### config.mk
export PLATFORM = sky130hd
export DESIGN_NAME = fifo_wr_ptr
export DESIGN_NICKNAME = d
export VERILOG_FILES = /design/src/rtl/fifo_wr_ptr_pkg.sv /design/src/rtl/bin2gray.sv /design/src/rtl/fifo_wr_ptr.sv
export SDC_FILE = /design/constraint.sdc
export NUM_CORES = 1
export LEC_CHECK = 0
export ABC_CLOCK_PERIOD_IN_PS = 4850
export BUFFER_PORTS_ARGS = -buffer_cell sky130_fd_sc_hd__buf_2
export CELL_PAD_IN_SITES_DETAIL_PLACEMENT = 0
export CELL_PAD_IN_SITES_GLOBAL_PLACEMENT = 1
export CORE_MARGIN = 2
export CORE_UTILIZATION = 44
export CTS_BUF_LIST = sky130_fd_sc_hd__clkbuf_8
export DETAILED_ROUTE_END_ITERATION = 6
export GPL_TIMING_DRIVEN = 0
export PLACE_DENSITY = 0.83
export SYNTH_ARGS = -nofsm -noshare
export SYNTH_HDL_FRONTEND = slang
export SYNTH_SLANG_ARGS = --single-unit
### constraint.sdc
create_clock -name clk -period 4.85 [get_ports clk]
set_clock_uncertainty 0.05 [all_clocks]
set_input_delay 0 -clock clk [delete_from_list [all_inputs] [get_ports clk]]
set_output_delay 0 -clock clk [all_outputs]
set_load 0.02 [all_outputs]
### src/rtl/fifo_wr_ptr_pkg.sv
// fifo_wr_ptr_pkg
//  Shared definitions for the dual-clock FIFO pointer stages (write side now,
//  read side later).
//  - ptr_w():       pointer width for a given RAM address width
//  - gray_is_full(): Gray-domain full compare. The FIFO is full when the write
//                    pointer equals the read pointer with its two MSBs
//                    inverted: binary pointers differ by exactly the depth.
//  The compare works on 32-bit zero-extended operands so one function serves
//  any pointer width up to 32 bits.
package fifo_wr_ptr_pkg;

   function automatic int unsigned ptr_w(input int unsigned addr_width);
      return addr_width + 1;
   endfunction

   function automatic logic gray_is_full(input logic [31:0] wr_gray,
                                         input logic [31:0] rd_gray,
                                         input int unsigned pw);
      logic [31:0] top2;
      logic [31:0] mask;
      top2 = 32'd3 << (pw - 2);
      mask = (32'd1 << pw) - 32'd1;
      return ((wr_gray ^ rd_gray ^ top2) & mask) == 32'd0;
   endfunction

endpackage

### src/rtl/bin2gray.sv
// bin2gray
//  Binary to reflected-Gray conversion, purely combinational.
//  Ports:
//   bin_i   in   DATA_WIDTH   binary value
//   gray_o  out  DATA_WIDTH   Gray encoding of bin_i
module bin2gray #(
   parameter int DATA_WIDTH = 5
) (
   input  logic [DATA_WIDTH-1:0] bin_i,
   output logic [DATA_WIDTH-1:0] gray_o
);

   assign gray_o = bin_i ^ (bin_i >> 1);

endmodule

### src/rtl/fifo_wr_ptr.sv
// fifo_wr_ptr
//  Write-side pointer stage of a dual-clock FIFO. Holds the binary write
//  pointer plus a registered Gray copy for the read domain, synchronises the
//  read domain's Gray pointer and produces a registered full flag.
//  Optional build macro: FIFO_WR_LEVEL_EN adds a write-side fill level and an
//  almost-full flag; without it those outputs are tied to 0.
//  Ports:
//   clk             in   1     write-domain clock
//   rst_n           in   1     asynchronous active-low reset
//   wr_en           in   1     producer write request
//   rd_ptr_gray_in  in   A+1   read pointer (Gray) from the read domain
//   wr_push         out  1     RAM write enable
//   wr_addr         out  A     RAM write address
//   wr_ptr_gray     out  A+1   registered Gray write pointer
//   wr_full         out  1     FIFO full (registered)
//   wr_overflow     out  1     one-cycle pulse for a write attempted while full
//   wr_level        out  A+1   fill level seen by the write side
//   wr_almost_full  out  1     wr_level >= ALMOST_FULL_THRESH
module fifo_wr_ptr
   import fifo_wr_ptr_pkg::*;
#(
   parameter int ADDR_WIDTH         = 4,
   parameter int SYNC_STAGES        = 2,
   parameter int ALMOST_FULL_THRESH = 12
) (
   input  logic                  clk,
   input  logic                  rst_n,
   input  logic                  wr_en,
   input  logic [ADDR_WIDTH:0]   rd_ptr_gray_in,
   output logic                  wr_push,
   output logic [ADDR_WIDTH-1:0] wr_addr,
   output logic [ADDR_WIDTH:0]   wr_ptr_gray,
   output logic                  wr_full,
   output logic                  wr_overflow,
   output logic [ADDR_WIDTH:0]   wr_level,
   output logic                  wr_almost_full
);

   localparam int PTR_W = ADDR_WIDTH + 1;

   if (ADDR_WIDTH < 2 || SYNC_STAGES < 2 ||
       ALMOST_FULL_THRESH < 0 || ALMOST_FULL_THRESH > (1 << ADDR_WIDTH)) begin : g_bad_param
      $error("fifo_wr_ptr: illegal parameter combination");
   end

   logic                                push;
   logic [PTR_W-1:0]                    next_bin;
   logic [PTR_W-1:0]                    next_gray;
   logic [PTR_W-1:0]                    rd_sync;

   logic [PTR_W-1:0]                    wr_ptr_bin_q,  wr_ptr_bin_d;
   logic [PTR_W-1:0]                    wr_ptr_gray_q, wr_ptr_gray_d;
   logic [SYNC_STAGES-1:0][PTR_W-1:0]   sync_q,        sync_d;
   logic                                wr_full_q,     wr_full_d;
   logic                                wr_overflow_q, wr_overflow_d;
   logic [PTR_W-1:0]                    wr_level_q,    wr_level_d;
   logic                                wr_af_q,       wr_af_d;

   bin2gray #(.DATA_WIDTH(PTR_W)) u_bin2gray (
      .bin_i  (next_bin),
      .gray_o (next_gray)
   );

   assign rd_sync = sync_q[SYNC_STAGES-1];

   always_comb begin
      // rst_n gate keeps the RAM write enable quiet while reset is held
      push          = wr_en & ~wr_full_q & rst_n;
      next_bin      = wr_ptr_bin_q + PTR_W'(push);
      wr_ptr_bin_d  = next_bin;
      // Loaded alongside the binary pointer, so one bit flips per push
      wr_ptr_gray_d = next_gray;
      // Plain flop chain; nothing may sit between synchroniser stages
      sync_d        = sync_q;
      sync_d[0]     = rd_ptr_gray_in;
      for (int i = 1; i < SYNC_STAGES; i++) sync_d[i] = sync_q[i-1];
      // Next pointer vs current synced read pointer: full raises on the
      // filling push itself, and clears only once the read move is seen
      wr_full_d     = gray_is_full(32'(next_gray), 32'(rd_sync), PTR_W);
      wr_overflow_d = wr_en & wr_full_q;
   end

`ifdef FIFO_WR_LEVEL_EN
   logic [PTR_W-1:0] rd_bin_sync;

   // Gray to binary: bit i is the XOR of all Gray bits at or above i
   for (genvar i = 0; i < PTR_W; i++) begin : g_gray2bin
      assign rd_bin_sync[i] = ^rd_sync[PTR_W-1:i];
   end

   always_comb begin
      wr_level_d = next_bin - rd_bin_sync;
      wr_af_d    = (wr_level_d >= PTR_W'(ALMOST_FULL_THRESH));
   end
`else
   always_comb begin
      wr_level_d = '0;
      wr_af_d    = 1'b0;
   end
`endif

   always_ff @(posedge clk or negedge rst_n) begin
      if (!rst_n) begin
         wr_ptr_bin_q  <= '0;
         wr_ptr_gray_q <= '0;
         sync_q        <= '0;
         wr_full_q     <= 1'b0;
         wr_overflow_q <= 1'b0;
         wr_level_q    <= '0;
         wr_af_q       <= 1'b0;
      end else begin
         wr_ptr_bin_q  <= wr_ptr_bin_d;
         wr_ptr_gray_q <= wr_ptr_gray_d;
         sync_q        <= sync_d;
         wr_full_q     <= wr_full_d;
         wr_overflow_q <= wr_overflow_d;
         wr_level_q    <= wr_level_d;
         wr_af_q       <= wr_af_d;
      end
   end

   assign wr_push        = push;
   assign wr_addr        = wr_ptr_bin_q[ADDR_WIDTH-1:0];
   assign wr_ptr_gray    = wr_ptr_gray_q;
   assign wr_full        = wr_full_q;
   assign wr_overflow    = wr_overflow_q;
   assign wr_level       = wr_level_q;
   assign wr_almost_full = wr_af_q;

endmodule

# Word-level counts from Yosys, hierarchy flattened
# Cells that the tools add are included.
[word_totals]
reg_bits = 22
input_bits = 8
out_inout_bits = 18
elab_cells = 15
[op_classes]
n_addsub = 1
n_bitwise = 7
n_reduce_logical = 1
[ops]
columns = ["op", "n"]
rows = [
  ["32-bit zero test", 1],
  ["5-bit by 1-bit adder with 5-bit output", 1],
  ["5-bit by 4-bit bitwise XOR with 5-bit output", 1],
  ["5-bit bitwise XOR", 1],
  ["1-bit bitwise AND", 3],
  ["2-bit NOT", 1],
  ["1-bit NOT", 1],
]

# Depth between registers and ports, before layout
[logic_depth]
depth_word = 8
mapped_depth = 7
mapped_depth_nobuf = 7

# Modules after synthesis
# Synthesis repeated with hierarchy kept, for this count alone.
[hier_totals]
hier_cells = 54
area_unflattened_um2 = 807.0
[modules_own_cells]
columns = ["mod", "n_inst", "cells_each", "area_per_inst_um2", "seq_area_each_um2"]
rows = [
  ["fifo_wr_ptr", 1, 49, 764.5, 550.5],
  ["bin2gray", 1, 5, 42.5, 0.0],
]

# Least setup slack after synthesis
# Ideal clock, no wire load.
[synth_timing]
path_type = "reg-to-reg"
startpoint = "reg wr_full_q (netlist: wr_full)"
endpoint = "reg wr_full_q (netlist: wr_full)"
setup_time_ns = 0.111
arrival_time_ns = 2.250
required_ns = 4.689
slack_ns = 2.438
stages_incl_launch_ff = 8
n_path_buf = 0
period_less_slack_ns = 2.412
cell_sequence = "dfrtp_1 and3b_1 ha_1 ha_1 xnor2_2 xnor2_1 or3_1 a2111oi_2"
[synth_between]
elab_chain_cells = 8
[synth_lines]
columns = ["item", "line", "text"]
rows = [
  ["start, declared", "fifo_wr_ptr.sv:54", "logic wr_full_q, wr_full_d;"],
  ["start signal, assigned", "fifo_wr_ptr.sv:115", "wr_full_q <= wr_full_d;"],
  ["1-bit NOT (*)", "fifo_wr_ptr.sv:68", "push = wr_en & ~wr_full_q & rst_n;"],
  ["1-bit bitwise AND (*) (2 in a row)", "fifo_wr_ptr.sv:68", ""],
  ["named net wr_push", "fifo_wr_ptr.sv:30", "output logic wr_push,"],
  ["5-bit by 1-bit adder with 5-bit output (*)", "fifo_wr_ptr.sv:69", "next_bin = wr_ptr_bin_q + PTR_W'(push);"],
  ["5-bit by 4-bit bitwise XOR with 5-bit output (*)", "bin2gray.sv:13", "assign gray_o = bin_i ^ (bin_i >> 1);"],
  ["5-bit bitwise XOR (*)", "fifo_wr_ptr_pkg.sv:23", "return ((wr_gray ^ rd_gray ^ top2) & mask) == 32'd0;"],
  ["2-bit NOT (no line)", "n/a", ""],
  ["32-bit zero test (*)", "fifo_wr_ptr_pkg.sv:23", ""],
  ["named net wr_full_d", "fifo_wr_ptr.sv:54", ""],
]
# The timed path passes the listed nets; every way through them passes the cells marked *.

# Final worst setup path
[layout_timing]
startpoint = "in rst_n"
endpoint = "reg wr_full_q (netlist: wr_full)"
[layout_between]
elab_chain_cells = 6
[layout_lines]
columns = ["item", "line", "text"]
rows = [
  ["start, declared", "fifo_wr_ptr.sv:27", "input logic rst_n,"],
  ["1-bit bitwise AND (*)", "fifo_wr_ptr.sv:68", ""],
  ["5-bit by 1-bit adder with 5-bit output (*)", "fifo_wr_ptr.sv:69", ""],
  ["5-bit by 4-bit bitwise XOR with 5-bit output (*)", "bin2gray.sv:13", ""],
  ["5-bit bitwise XOR (*)", "fifo_wr_ptr_pkg.sv:23", ""],
  ["2-bit NOT (no line)", "n/a", ""],
  ["32-bit zero test (*)", "fifo_wr_ptr_pkg.sv:23", ""],
  ["named net wr_full_d", "fifo_wr_ptr.sv:54", ""],
]
# Marks and branches as above.

==> flow_summary.html <==
<table>
<tr><th>Metric</th><th>Value</th></tr>
<tr><th colspan="2">Synthesis</th></tr>
<tr><td>Post-Synthesis Cell Area</td><td>about 810 sq um</td></tr>
<tr><td>Synthesized-area fraction occupied by adder cells</td><td>3.07%</td></tr>
<tr><td>Xor and xnor area share after synthesis</td><td>16.0%</td></tr>
<tr><td>Cell count after synthesis</td><td>56</td></tr>
<tr><td>Mean Syn Cell Area</td><td>14.5 sq um</td></tr>
<tr><td>Count of warnings emitted by yosys</td><td>0</td></tr>
<tr><td>Proportion of synthesized chip area in sequential cells</td><td>approximately 65%</td></tr>
<tr><td>Register bit total from synthesis</td><td>21</td></tr>
<tr><td>Simple-gate portion of the synthesized area</td><td>5.53%</td></tr>
<tr><td>Synth Area in Compound Gates</td><td>4.45%</td></tr>
<tr><td>Netlist cell types</td><td>17</td></tr>
<tr><td>Largest family of logic cells by synthesized area</td><td>XOR/XNOR gates</td></tr>
<tr><td>Fraction of synthesized area in multiplexers</td><td>0%</td></tr>
<tr><th colspan="2">Cells and area</th></tr>
<tr><td>Count of nets after finishing</td><td>102</td></tr>
<tr><td>Diodes inserted</td><td>0</td></tr>
<tr><td>Number of fill cells in the layout</td><td>around 150</td></tr>
<tr><td>Fraction of layout cells with a size suffix above 1</td><td>34.1%</td></tr>
<tr><td>Synthesis-to-layout area growth</td><td>32.0%</td></tr>
<tr><td>Top library cells by usage in the layout, fill and taps aside</td><td>sky130_fd_sc_hd__dfrtp_1, sky130_fd_sc_hd__buf_2, sky130_fd_sc_hd__xnor2_1, sky130_fd_sc_hd__dlygate4sd3_1</td></tr>
<tr><td>End-of-flow core utilization</td><td>around 62%</td></tr>
<tr><td>Commonest non-fill, non-tap cell in the layout</td><td>sky130_fd_sc_hd__dfrtp_1</td></tr>
<tr><th colspan="2">Routing</th></tr>
<tr><td>Vias/cell</td><td>4.15</td></tr>
<tr><td>Drc violations</td><td>0</td></tr>
<tr><td>Number of vias in the routed layout</td><td>481</td></tr>
<tr><td>Total wire length</td><td>1120 microns</td></tr>
<tr><td>Number of antenna-violating nets in the routed design</td><td>0</td></tr>
<tr><td>Number of iterations in the first detailed-routing pass</td><td>4</td></tr>
<tr><td>Per-cell routed wire length</td><td>9.64 microns</td></tr>
<tr><td>Number of design-rule violations left by the first detailed-router iteration</td><td>3</td></tr>
<tr><th colspan="2">Placed design</th></tr>
<tr><td>Number of port buffers</td><td>19</td></tr>
<tr><td>Detailed Place HPWL</td><td>754 microns</td></tr>
<tr><td>Final Wtd Congestion</td><td>0.733</td></tr>
<tr><td>Pre-CTS setup slack</td><td>2.45 ns</td></tr>
<tr><th colspan="2">Outcome</th></tr>
<tr><td>Outcome</td><td>complete, no violations</td></tr>
<tr><th colspan="2">Setup path</th></tr>
<tr><td>Required time of the worst setup path</td><td>approximately 5 ns</td></tr>
<tr><td>Signal arrival time at the worst endpoint</td><td>2.72 ns</td></tr>
<tr><td>Critical Setup Path Class</td><td>input port to register</td></tr>
<tr><td>CP startpoint kind</td><td>input port</td></tr>
<tr><td>Endpoint kind of the worst setup timing path</td><td>register</td></tr>
<tr><td>Largest driver fanout on the critical path</td><td>22</td></tr>
<tr><th colspan="2">Floorplan</th></tr>
<tr><td>Floorplan core area</td><td>1730 sq um</td></tr>
<tr><td>Standard-cell row count</td><td>15</td></tr>
<tr><td>Effective utilization at floorplan</td><td>47.2%</td></tr>
<tr><td>I/O Pins</td><td>26</td></tr>
<tr><td>Die Area</td><td>2210 sq um</td></tr>
<tr><td>Chip height</td><td>47.0 microns</td></tr>
<tr><td>Die outline width</td><td>roughly 47 microns</td></tr>
<tr><th colspan="2">Power</th></tr>
<tr><td>Switch Pwr</td><td>0.237 mW</td></tr>
<tr><td>Total power</td><td>0.630 mW</td></tr>
<tr><td>Switching fraction of total power</td><td>37.5%</td></tr>
<tr><td>Part of the total power dissipated in combinational logic</td><td>around two fifths</td></tr>
<tr><td>Sequential group share of total power</td><td>40.5%</td></tr>
<tr><td>Share of total power in the clock network</td><td>17.5%</td></tr>
<tr><td>Cell leakage power</td><td>0.530 nW</td></tr>
<tr><td>Power Density</td><td>587 nW/um^2</td></tr>
<tr><td>Largest voltage drop on the vdd net</td><td>0.000356 V</td></tr>
<tr><td>Int Power</td><td>0.394 mW</td></tr>
<tr><th colspan="2">STA</th></tr>
<tr><td>Post-route minimum period</td><td>2.62 ns</td></tr>
<tr><td>Setup repair after global routing missed its margin</td><td>no</td></tr>
<tr><td>Final sum of negative setup slack</td><td>0 ns</td></tr>
<tr><td>Worst hold slack</td><td>0.185 ns</td></tr>
<tr><td>Count of endpoints failing hold in the final timing report</td><td>0</td></tr>
<tr><td>Final-report setup violation count</td><td>0</td></tr>
<tr><td>Final Max Slew Viols</td><td>0</td></tr>
<tr><td>Final worst setup slack</td><td>approximately 2.2 ns</td></tr>
<tr><td>Final cycle utilization of the critical path</td><td>54.1%</td></tr>
<tr><td>Fmax</td><td>0.381 GHz</td></tr>
<tr><th colspan="2">Worst hold path</th></tr>
<tr><td>Path class of the lowest-slack min-delay path</td><td>input port to async pin</td></tr>
<tr><th colspan="2">Job</th></tr>
<tr><td>Maximum Capacitance Violations</td><td>0</td></tr>
<tr><th colspan="2">Clock network</th></tr>
<tr><td>Number of buffers inserted by post-CTS setup repair</td><td>0</td></tr>
<tr><td>Number of buffers inserted during clock tree synthesis</td><td>3</td></tr>
<tr><td>Clock Root Buffer</td><td>sky130_fd_sc_hd__clkbuf_8</td></tr>
<tr><td>CTS tree</td><td>done</td></tr>
<tr><td>Clock-pin slew on the worst setup and hold paths</td><td>around 0.08 ns</td></tr>
<tr><td>Clock Tree Buf Depth</td><td>2</td></tr>
<tr><td>Later-pin clock latency in the skew report</td><td>~0.26 ns</td></tr>
<tr><td>Num Clock Sinks</td><td>21</td></tr>
<tr><td>H-tree levels</td><td>1</td></tr>
<tr><th colspan="2">Global routing</th></tr>
<tr><td>Antenna violations before repair</td><td>0</td></tr>
<tr><td>Tot GR Track Use</td><td>about 13%</td></tr>
<tr><td>Global-route congestion overflow total</td><td>0</td></tr>
<tr><td>Via count of the first global-routing pass</td><td>roughly 430</td></tr>
<tr><td>Wire length of the first global-routing pass</td><td>1810 microns</td></tr>
<tr><td>Maximum number of pins on one net before global-route repair</td><td>23</td></tr>
</table>
-- registers in the layout, summed over array words and instances (netlist names) --
name	cells
rd_sync	5
sync_d	5
wr_ptr_bin_q	5
wr_ptr_gray	4
wr_full	1
wr_overflow	1
-- what timing repair did --
action / 4_1_cts / 5_1_grt
endpoints found under the hold margin: 27 / 0
endpoints found under the setup margin: 0 / 0
resized for setup: 0 / 0
hold buffers: 7 / 0
-- layer usage --
layer  routed length (microns)  global-route usage, %  vias to the layer above
met2                       524                   20.3                       21
li1                          -                      -                      240
met4                        14                   6.67                        0
met3                        78                   5.77                        2
met5                         0                      0                        -
met1                       500                   14.2                      218
-- Yosys cell counts (all sizes together) --
cell type | number | area, sq um
a2111oi | 1 | 15.0
a21boi | 2 | 15.0
and2 | 1 | 6.26
and3 | 1 | 7.51
and3b | 1 | 8.76
buf | 6 | 45.0
conb | 1 | 3.75
dfrtp | 21 | 526
ha | 2 | 25.0
inv | 1 | 3.75
nand3 | 2 | 10.0
nand4 | 1 | 6.26
o22ai | 1 | 6.26
or3 | 1 | 6.26
xnor2 | 10 | 95.1
xor2 | 4 | 35.0
-- final timing paths --
kind	depth (start not counted)	from	slack [ns]	to
setup / recovery	9	rst_n	2.23	wr_full$_DFF_PN0_
hold / removal	2	rst_n	0.18	rd_sync[3]$_DFF_PN0_
setup reg to reg	7	wr_full$_DFF_PN0_	2.55	wr_full$_DFF_PN0_
hold reg to reg	0	sync_d[8]$_DFF_PN0_	0.30	rd_sync[3]$_DFF_PN0_
max in group asynchronous	2	rst_n	4.25	rd_sync[1]$_DFF_PN0_
min in group clk	0	sync_d[8]$_DFF_PN0_	0.30	rd_sync[3]$_DFF_PN0_
-- layout make-up --
class | instances | area [sq um] | area share (%)
Multi-Input combinational cell | 33 | 259 | 24.1
Sequential cell | 21 | 526 | 48.9
Timing Repair Buffer | 26 | 165 | 15.4
Tap cell | 25 | 31.3 | 2.91
Inverter | 1 | 3.75 | 0.349
Buffer | 6 | 45.0 | 4.19
Clock buffer | 3 | 41.3 | 3.84
Clock inverter | 1 | 3.75 | 0.349
-- power by group through the flow --
stage	clock (mW)	sequential, mW	combinational [mW]
after global routing	0.122	0.263	0.292
final	0.110	0.255	0.265
after global placement	0	0.257	0.263
after floorplan	0	0.310	0.146
after CTS	0.114	0.256	0.269
after detailed placement	0	0.259	0.264
-- cells by family after synthesis --
group / Yosys count
buf+inv: 7
other cells: 1
simple gates: 7
fa+ha+maj: 2
xor+xnor: 14
flops: 21
compound gates: 4
-- through the flow --
step / area, sq um / std cells
finish: 1070 / 116
global route: 1070 / 116
CTS: 1070 / 116
detailed placement: 960 / 105
global placement: 960 / 105
floorplan: 833 / 61
-- worst max-delay path: stages --
cell and delay (ns):
sky130_fd_sc_hd__dlygate4sd3_1 0.53, sky130_fd_sc_hd__buf_2 0.40, sky130_fd_sc_hd__and3b_1 0.24, sky130_fd_sc_hd__ha_1 0.21, sky130_fd_sc_hd__ha_1 0.31, sky130_fd_sc_hd__xnor2_2 0.18
sky130_fd_sc_hd__xnor2_1 0.11, sky130_fd_sc_hd__or3_1 0.36, sky130_fd_sc_hd__a2111oi_2 0.37
(Power assumes the default switching activity.)
